[config.mk]
export PLATFORM = sky130hd
export DESIGN_NAME = fp_mul_normalize
export DESIGN_NICKNAME = d
export VERILOG_FILES = /design/src/rtl/fp_pkg.sv /design/src/rtl/fp_round.sv /design/src/rtl/fp_mul_normalize.sv
export SDC_FILE = /design/constraint.sdc
export NUM_CORES = 1
export LEC_CHECK = 0
export CELL_PAD_IN_SITES_DETAIL_PLACEMENT = 1
export CELL_PAD_IN_SITES_GLOBAL_PLACEMENT = 1
export CORE_MARGIN = 2
export CORE_UTILIZATION = 36
export CTS_CLUSTER_DIAMETER = 30
export DETAILED_ROUTE_END_ITERATION = 12
export PLACE_DENSITY_LB_ADDON = 0.08
export SLEW_MARGIN = 20
export SYNTH_ARGS = -nofsm -noshare
export SYNTH_HDL_FRONTEND = slang
export SYNTH_SLANG_ARGS = --single-unit
[constraint.sdc]
create_clock -name clk -period 3.9 [get_ports clk]
set_clock_uncertainty 0.15 [all_clocks]
set_input_delay 0.39 -clock clk [delete_from_list [all_inputs] [get_ports clk]]
set_output_delay 0.39 -clock clk [all_outputs]
set_load 0.02 [all_outputs]
[src/rtl/fp_pkg.sv]
// Shared constants and stage-1 register layout for the binary32 multiplier
// normalise/round/pack pipeline.
package fp_pkg;

   localparam int EXP_W  = 8;
   localparam int MANT_W = 24;
   localparam int FRAC_W = MANT_W - 1;
   localparam int E_W    = 10;
   localparam int BIAS   = 127;

   localparam logic [31:0] QNAN    = 32'h7FC0_0000;
   localparam logic [31:0] POS_INF = 32'h7F80_0000;
   localparam logic [31:0] NEG_INF = 32'hFF80_0000;

   localparam logic signed [E_W-1:0] E_OVF = 10'sd255;

   typedef enum logic [1:0] {
      SP_NONE,
      SP_ZERO,
      SP_INF,
      SP_NAN
   } special_e;

   typedef struct packed {
      logic                    sign;
      logic signed [E_W-1:0]   e;
      logic [FRAC_W-1:0]       frac;
      logic                    guard;
      logic                    sticky;
      special_e                special;
   } s1_t;

   function automatic logic [31:0] signed_inf(input logic sign);
      return sign ? NEG_INF : POS_INF;
   endfunction

endpackage

[src/rtl/fp_round.sv]
// Stage-2 rounding, range check and binary32 packing (combinational).
// Round-to-nearest-even when FP_MUL_RNE_EN is defined, truncation otherwise.
module fp_round
   import fp_pkg::*;
(
   input  s1_t         s1,
   output logic [31:0] result,
   output logic        overflow,
   output logic        underflow
);

   logic              round_up;
   logic              carry;
   logic [FRAC_W-1:0] frac_r;
   logic [E_W-1:0]    e_sum;
   logic signed [E_W-1:0] e_r;

`ifndef FP_MUL_RNE_EN
   logic unused_rnd;
   assign unused_rnd = s1.guard ^ s1.sticky;
`endif

   // NOTE: every always_comb output gets a default first so no path can infer a latch.
   always_comb begin
      round_up = 1'b0;
`ifdef FP_MUL_RNE_EN
      round_up = s1.guard & (s1.sticky | s1.frac[0]);
`endif
      {carry, frac_r} = {1'b0, s1.frac} + {{FRAC_W{1'b0}}, round_up};
      // Mantissa 1.111..1 rounding up becomes 10.000..0: frac wraps to 0, exponent bumps.
      e_sum = s1.e + {{(E_W-1){1'b0}}, carry};
      e_r   = $signed(e_sum);

      result    = '0;
      overflow  = 1'b0;
      underflow = 1'b0;
      case (s1.special)
         SP_NAN:  result = QNAN;
         SP_INF:  result = signed_inf(s1.sign);
         SP_ZERO: result = {s1.sign, 31'd0};
         default: begin
            if (e_r >= E_OVF) begin
               result   = signed_inf(s1.sign);
               overflow = 1'b1;
            end else if (e_r <= 10'sd0) begin
               result    = {s1.sign, 31'd0};
               underflow = 1'b1;
            end else begin
               result = {s1.sign, e_r[EXP_W-1:0], frac_r};
            end
         end
      endcase
   end

endmodule

[src/rtl/fp_mul_normalize.sv]
// Two-stage stall-all valid/ready normalise/round/pack stage for the binary32
// multiplier. Rounding mode selected by FP_MUL_RNE_EN (undefined = truncate).
module fp_mul_normalize
   import fp_pkg::*;
(
   input  logic                  clk,
   input  logic                  rstn,
   input  logic                  in_valid,
   output logic                  in_ready,
   input  logic [2*MANT_W-1:0]   product,
   input  logic                  sign_a,
   input  logic                  sign_b,
   input  logic [EXP_W-1:0]      exp_a,
   input  logic [EXP_W-1:0]      exp_b,
   output logic                  out_valid,
   input  logic                  out_ready,
   output logic [31:0]           result,
   output logic                  overflow,
   output logic                  underflow
);

   logic        en;
   logic        s1_valid;
   s1_t         s1_d;
   s1_t         s1_q;
   logic        shift;
   logic        a_max, b_max, a_zero, b_zero;
   logic [31:0] rnd_result;
   logic        rnd_overflow;
   logic        rnd_underflow;

`ifndef FP_MUL_RNE_EN
   logic unused_lo;
   assign unused_lo = ^product[MANT_W-2:0];
`endif

   assign en       = !out_valid || out_ready;
   assign in_ready = en;

   always_comb begin
      a_max  = (exp_a == '1);
      b_max  = (exp_b == '1);
      a_zero = (exp_a == '0);
      b_zero = (exp_b == '0);
      shift  = product[2*MANT_W-1];

      s1_d      = '0;
      s1_d.sign = sign_a ^ sign_b;
      s1_d.e    = E_W'(exp_a) + E_W'(exp_b) - E_W'(BIAS) + E_W'(shift);

      // Product in [2,4) drops one more bit below the binary point.
      if (shift) begin
         s1_d.frac   = product[2*MANT_W-2 -: FRAC_W];
`ifdef FP_MUL_RNE_EN
         s1_d.guard  = product[MANT_W-1];
         s1_d.sticky = |product[MANT_W-2:0];
`endif
      end else begin
         s1_d.frac   = product[2*MANT_W-3 -: FRAC_W];
`ifdef FP_MUL_RNE_EN
         s1_d.guard  = product[MANT_W-2];
         s1_d.sticky = |product[MANT_W-3:0];
`endif
      end

      if ((a_max && b_zero) || (b_max && a_zero)) s1_d.special = SP_NAN;
      else if (a_max || b_max)                    s1_d.special = SP_INF;
      else if (a_zero || b_zero)                  s1_d.special = SP_ZERO;
      else                                        s1_d.special = SP_NONE;
   end

   fp_round u_round (
      .s1        (s1_q),
      .result    (rnd_result),
      .overflow  (rnd_overflow),
      .underflow (rnd_underflow)
   );

   // NOTE: sequential state uses non-blocking assignments so every register samples pre-edge values.
   always_ff @(posedge clk) begin
      if (!rstn) begin
         s1_valid  <= 1'b0;
         out_valid <= 1'b0;
         result    <= '0;
         overflow  <= 1'b0;
         underflow <= 1'b0;
      end else if (en) begin
         s1_valid  <= in_valid;
         out_valid <= s1_valid;
         if (s1_valid) begin
            result    <= rnd_result;
            overflow  <= rnd_overflow;
            underflow <= rnd_underflow;
         end
      end
   end

   // NOTE: stage-1 payload is qualified by s1_valid, so it needs no reset.
   always_ff @(posedge clk) begin
      if (en && in_valid) s1_q <= s1_d;
   end

endmodule

==> results of run 1 <==
[state kept, by name (all words and copies together), names as in the netlist]
| signal | cells |
|---|---|
| underflow | 1 |
| result | 32 |
| overflow | 1 |
| s1_valid | 1 |
| s1_q | 36 |
| out_valid | 1 |
[layer usage]
| layer | part of all wire [%] | GRT usage, % |
|---|---|---|
| met5 | 0 | 0 |
| met4 | 0.76 | 4.43 |
| met3 | 4.6 | 4.44 |
| met2 | 49 | 26.2 |
| met1 | 46 | 20.5 |
[power by group through the flow]
stage | combinational [mW] | clock, mW | sequential, mW
2_1_floorplan | 0.141 | 0 | 0.909
3_3_place_gp | 0.270 | 0 | 0.902
3_5_place_dp | 0.276 | 0 | 0.902
4_1_cts | 0.278 | 0.596 | 0.886
5_1_grt | 0.302 | 0.623 | 0.893
6_report | 0.273 | 0.574 | 0.886
[area by class of cell]
cell class,count,area [sq um],share of cell area [%]
Sequential cell,72,1800,41.5
Multi-Input combinational cell,161,1310,30.2
Timing Repair Buffer,85,843,19.4
Tap cell,108,135,3.12
Clock buffer,10,128,2.94
Clock inverter,6,66.3,1.53
Inverter,14,52.6,1.21
[how the worst max path moves through the flow]
stage | to | slack (ns) | depth (start not counted)
after floorplan | s1_q[35] | 1.00 | 12
after global placement | s1_q[35] | 0.97 | 11
after detailed placement | s1_q[35] | 0.95 | 11
after CTS | s1_q[35] | 1.29 | 11
after global routing | s1_q[35] | 1.15 | 11
final | s1_q[35] | 1.29 | 11
[kinds of logic after synthesis]
| family | share of synthesized area [%] |
|---|---|
| AOI/OAI and AO/OA | 15.5 |
| xor gates and xnor gates | 2.19 |
| adders and majority gates | 6.88 |
| buffers and inverters | 3.17 |
| DFF | 56.3 |
| muxes | 8.09 |
| and+or+nand+nor | 7.93 |
[metrics by stage]
step	cells	hold slack, ns
after floorplan	256	0.292
after detailed placement	440	0.302
after global routing	456	0.334
final	456	0.309
after CTS	456	0.313
after global placement	440	0.294
[cells in the final DEF, fill, tap and decap left out, types with 2 or more instances in the layout]
cell type	instances
a21o_1	2
clkbuf_8	9
or3_1	2
buf_4	3
a21oi_1	8
nor4_1	4
nor2b_1	4
inv_2	2
inv_1	12
ha_1	16
mux2_1	11
a31oi_1	9
o21ai_0	13
and3_1	2
mux2_2	12
clkdlybuf4s50_1	82
dfxtp_1	36
a22o_1	23
o221a_2	2
nor2_1	7
xnor2_1	4
edfxtp_1	36
nand2_1	10
nand4_1	6
o21bai_1	2
o21ai_1	2
xor2_1	4
[worst max-delay path, stage by stage]
cell and delay (ns):
clkdlybuf4s50_1 0.48, inv_1 0.05, ha_1 0.28, inv_1 0.06, ha_1 0.18, inv_1 0.06
fa_1 0.41, nor2b_1 0.17, o2111ai_1 0.16, a31oi_1 0.21, xor2_1 0.09
[Yosys cell counts, drive strengths merged]
cell	count
a211o	1
a211oi	1
a21o	2
a21oi	8
a221o	1
a22o	23
a31oi	9
and2	2
and3	2
buf	2
clkbuf	7
dfxtp	36
edfxtp	36
fa	1
ha	16
inv	14
mux2	23
nand2	10
nand2b	1
nand3	1
nand3b	1
nand4	6
nor2	8
nor2b	4
nor3	1
nor4	5
o2111ai	1
o21a	1
o21ai	15
o21bai	2
o221a	2
o41ai	1
or2	1
or3	2
or4	2
xnor2	4
xor2	4
==> flow_metrics.py, run 1 <==
metrics = {
    "clock_tree": {
        "cts_tree": "yes",
        "clk_pin_slew_ns": 0.07,
        "ctsResizeCount": 0,
        "cts_root_buf": "clkbuf_8",
        "holdBufCountCts": 0,
        "cts-buffers-inserted": 9,
        "clock_path_buffers": 2,
        "cts_setup_buffers": 0,
        "clock_latency_ns": 0.33,
        "cts.sinks": 72,
        "htreeDepth": 3,
    },
    "sta": {
        "post-route-worst-setup-slack_ns": 1.29,
        "slew_viol_final": 0,
        "finalHoldViolCount": 0,
        "tightest_slew_ns": 0.865,
        "finalCriticalPeriod_ns": 2.61,
        "fmax_ghz": 0.383,
        "relSlewSlack_pct": 42.4,
        "rsz0062_at_grt": "no",
        "tns_ns": 0,
        "finalCritPeriodShare_pct": 67.0,
        "finalSetupViolations": 0,
    },
    "pwr": {
        "clkPwrFrac_pct": 33.1,
        "p_int_mw": 1.29,
        "swShare_pct": 25.4,
        "power_density_nw_per_um2": 399,
        "p_switching_mw": 0.440,
        "power_mw": 1.73,
        "pwr-share-seq_pct": 51.1,
        "pwr-share-comb_pct": 15.8,
        "vdd_drop_max_uv": 243,
        "leakagePower_nw": 1.63,
    },
    "synth": {
        "ys_warn_count": 0,
        "synth_top_area_share_pct": 33.8,
        "synth_seq_area_share_pct": 56.3,
        "synth_cell_types": 42,
        "ys_top_cells_by_area": "edfxtp_1 34%, dfxtp_1 23%, a22o_1 6.3%",
        "ys_seq_elements": 72,
        "synth_area_sq_um": 3200,
        "syn_nets": 343,
        "yosysTopAreaCell": "edfxtp_1",
        "syn_avg_cell_area_sq_um": 12.5,
        "synthCells": 256,
    },
    "die": {
        "die_x_microns": 98.3,
        "core_area_sq_um": 8680,
        "dieArea_sq_um": 9660,
        "start_util_pct": 36.9,
        "std_cell_rows": 34,
        "fp.dieH_microns": 98.3,
        "num_io_pins": 106,
    },
    "cells_and_area": {
        "final_area_sq_um": 4340,
        "final_nets": 430,
        "fin_util_pct": 50.0,
        "fillerInstances": 920,
        "antenna_cells": 0,
        "drive_gt1_share_pct": 11.5,
        "syn_to_final_growth_pct": 35.5,
    },
    "drt": {
        "routed_wl_mm": 7.39,
        "wl_per_cell_microns": 16.2,
        "viasPerCell": 5.10,
        "ant_nets": 0,
        "initialDrtViolationCount": 49,
        "drc": 0,
        "route.vias.total": 2324,
        "firstDrtPassIters": 4,
    },
    "critical_path": {
        "worstSetupPathType": "in -> reg",
        "arrival_ns": 2.54,
        "crit_path_start_kind": "input port",
        "worst-path-max-fanout": 3,
        "cp.required_ns": 3.83,
        "reg2reg_slack_ns": 1.59,
        "worstSetupStartpoint": "product[47]",
        "regToRegStartpoint": "s1_q[35]",
        "reg2reg_depth": 5,
        "cp-end-kind": "register",
        "rr_endpoint": "result[9]",
    },
    "place": {
        "place_hpwl_mm": 5.32,
        "io_buffers": 82,
        "dpl_cell_area_sq_um": 4140,
        "dp_slack_ns": 0.955,
        "gp_congestion": 0.724,
    },
    "status": {
        "outcome": "finished clean",
    },
    "grt": {
        "antenna_found_initial": 0,
        "grt_max_degree": 38,
        "grt_remaining_overflow": 0,
        "first_global_vias": 2401,
        "grt_pass1_wl_mm": 12.0,
        "grt_usage_pct": 15.9,
    },
    "worst_hold_path": {
        "hp-class": "reg -> reg",
        "min_from": "overflow",
        "hold-path-cell-count": 2,
        "holdPathEnd": "overflow",
    },
    "flow_run": {
        "cap_violations": 0,
    },
}
Power figures use the tool's default switching activity.
==> run 2, diff against run 1 <==
==> constraint.sdc (replaced) <==
create_clock -name clk -period 2.7 [get_ports clk]
set_clock_uncertainty 0.15 [all_clocks]
set_input_delay 0.27 -clock clk [delete_from_list [all_inputs] [get_ports clk]]
set_output_delay 0.27 -clock clk [all_outputs]
set_load 0.02 [all_outputs]
==> run 2 against run 1 <==
  * Critical path depth unchanged
  * Largest cell class unchanged
  * Total power increased by 49%
  * Worst setup slack got worse by 1.0 ns
  * Highest routed layer unchanged
  * Flip-flop and latch count unchanged
  * Sequential power increased by 44%
==> flow_metrics.py, run 2 (same netlist as run 1, synthesis figures left out) <==
metrics = {
    "grt": {
        "grt_remaining_overflow": 0,
        "grt_max_degree": 38,
        "antenna_found_initial": 0,
        "grt_pass1_wl_mm": 12.4,
        "first_global_vias": 2572,
        "grt_usage_pct": 16.1,
    },
    "sta": {
        "tns_ns": 0,
        "rsz0062_at_grt": "no",
        "post-route-worst-setup-slack_ns": 0.292,
        "relSlewSlack_pct": 56.9,
        "finalCritPeriodShare_pct": 89.2,
        "finalHoldViolCount": 0,
        "finalSetupViolations": 0,
        "fmax_ghz": 0.415,
        "finalCriticalPeriod_ns": 2.41,
        "slew_viol_final": 0,
        "tightest_slew_ns": 0.646,
    },
    "status": {
        "outcome": "finished clean",
    },
    "cells_and_area": {
        "layout_common_cells": "82 x clkdlybuf4s50_1, 36 x dfxtp_1, 36 x edfxtp_1",
        "syn_to_final_growth_pct": 37.2,
        "fillerInstances": 925,
        "regMostFlops": "s1_q",
        "antenna_cells": 0,
        "fin_util_pct": 50.6,
        "top_regs": "s1_q: 36 flops, result: 32 flops",
        "largest_reg_flops": 36,
        "layout_commonest_cell": "clkdlybuf4s50_1",
        "final_nets": 433,
        "drive_gt1_share_pct": 12.3,
        "finalNonFillerCells": 459,
    },
    "drt": {
        "wl_per_cell_microns": 15.9,
        "routed_wl_mm": 7.31,
        "viasPerCell": 5.13,
        "firstDrtPassIters": 4,
        "initialDrtViolationCount": 93,
        "drc": 0,
        "ant_nets": 0,
        "route.vias.total": 2356,
    },
    "die": {
        "dieArea_sq_um": 9660,
        "std_cell_rows": 34,
        "num_io_pins": 106,
        "fp.dieH_microns": 98.3,
        "die_x_microns": 98.3,
        "core_area_sq_um": 8680,
        "start_util_pct": 36.9,
    },
    "clock_tree": {
        "cts_tree": "yes",
        "clock_path_buffers": 2,
        "htreeDepth": 3,
        "cts.sinks": 72,
        "holdBufCountCts": 0,
        "clk_pin_slew_ns": 0.07,
        "clock_latency_ns": 0.34,
        "cts_root_buf": "clkbuf_8",
        "cts-buffers-inserted": 9,
        "ctsResizeCount": 0,
        "cts_setup_buffers": 0,
    },
    "critical_path": {
        "worstSetupPathType": "in -> reg",
        "arrival_ns": 2.34,
        "cp.required_ns": 2.63,
        "worstSetupStartpoint": "product[47]",
        "regToRegStartpoint": "s1_q[35]",
        "worst-path-max-fanout": 2,
        "crit_path_start_kind": "input port",
        "cp-end-kind": "register",
    },
    "worst_hold_path": {
        "hp-class": "reg -> reg",
        "min_from": "s1_q[16]",
    },
    "pwr": {
        "power_density_nw_per_um2": 588,
        "leakagePower_nw": 1.66,
        "vdd_drop_max_uv": 278,
        "power_mw": 2.58,
    },
    "place": {
        "dp_slack_ns": -0.0690,
        "io_buffers": 82,
        "gp_congestion": 0.761,
        "placed_cells": 443,
        "place_hpwl_mm": 5.36,
    },
    "flow_run": {
        "cap_violations": 0,
    },
}
[run 2: cell types whose count changed in the layout (fill, tap and decap cells not counted)]
| cell | previous run | this run |
|---|---|---|
| buf_12 | 0 | 1 |
| buf_4 | 3 | 5 |
| clkbuf_16 | 0 | 1 |
| clkinvlp_4 | 1 | 0 |
| inv_4 | 1 | 0 |
| inv_6 | 1 | 2 |
[run 2: critical path, stage by stage]
cell	delay (ns)
clkdlybuf4s50_1	0.48
inv_1	0.05
ha_1	0.28
inv_1	0.06
ha_1	0.17
inv_1	0.06
fa_1	0.38
nor2b_1	0.16
o2111ai_1	0.15
a31oi_1	0.19
xor2_1	0.09
[run 2: power by group]
part | internal [mW] | switching (mW) | leakage (nW)
combinational | 0.207 | 0.191 | 0.905
sequential | 1.24 | 0.0429 | 0.645
clock | 0.490 | 0.414 | 0.109
total | 1.93 | 0.648 | 1.66
[run 2: layout make-up]
class | instances | area, sq um | share of cell area, %
flip-flops and latches | 72 | 1800 | 41.0
well taps | 108 | 135 | 3.08
multi-input cells | 161 | 1310 | 29.8
clock inverters | 5 | 61.3 | 1.40
clock buffers | 11 | 153 | 3.47
repair buffers | 88 | 878 | 20.0
inverters | 14 | 52.6 | 1.20
[run 2: path summary, 6_finish.rpt]
kind	end	slack, ns	cells past startpoint
worst max-delay path	s1_q[35]	0.29	11
worst min-delay path	result[12]	0.32	1
worst max register to register	result[19]	0.39	5
worst min register to register	result[12]	0.32	1
[run 2: layer usage]
metal  vias to the layer above  wire length [microns]  track usage [%]
li1                       1155                      -                -
met1                      1151                   3230             19.4
met2                        44                   3730             28.5
met3                         6                    278             3.94
met4                         0                     66             4.43
met5                         -                      0                0
[run 2: per-stage QoR]
step,area [sq um],hold WS [ns]
floorplan,3200,0.258
CTS,4390,0.320
finish,4390,0.317
detailed placement,4180,0.303
global placement,4180,0.294
global route,4390,0.335
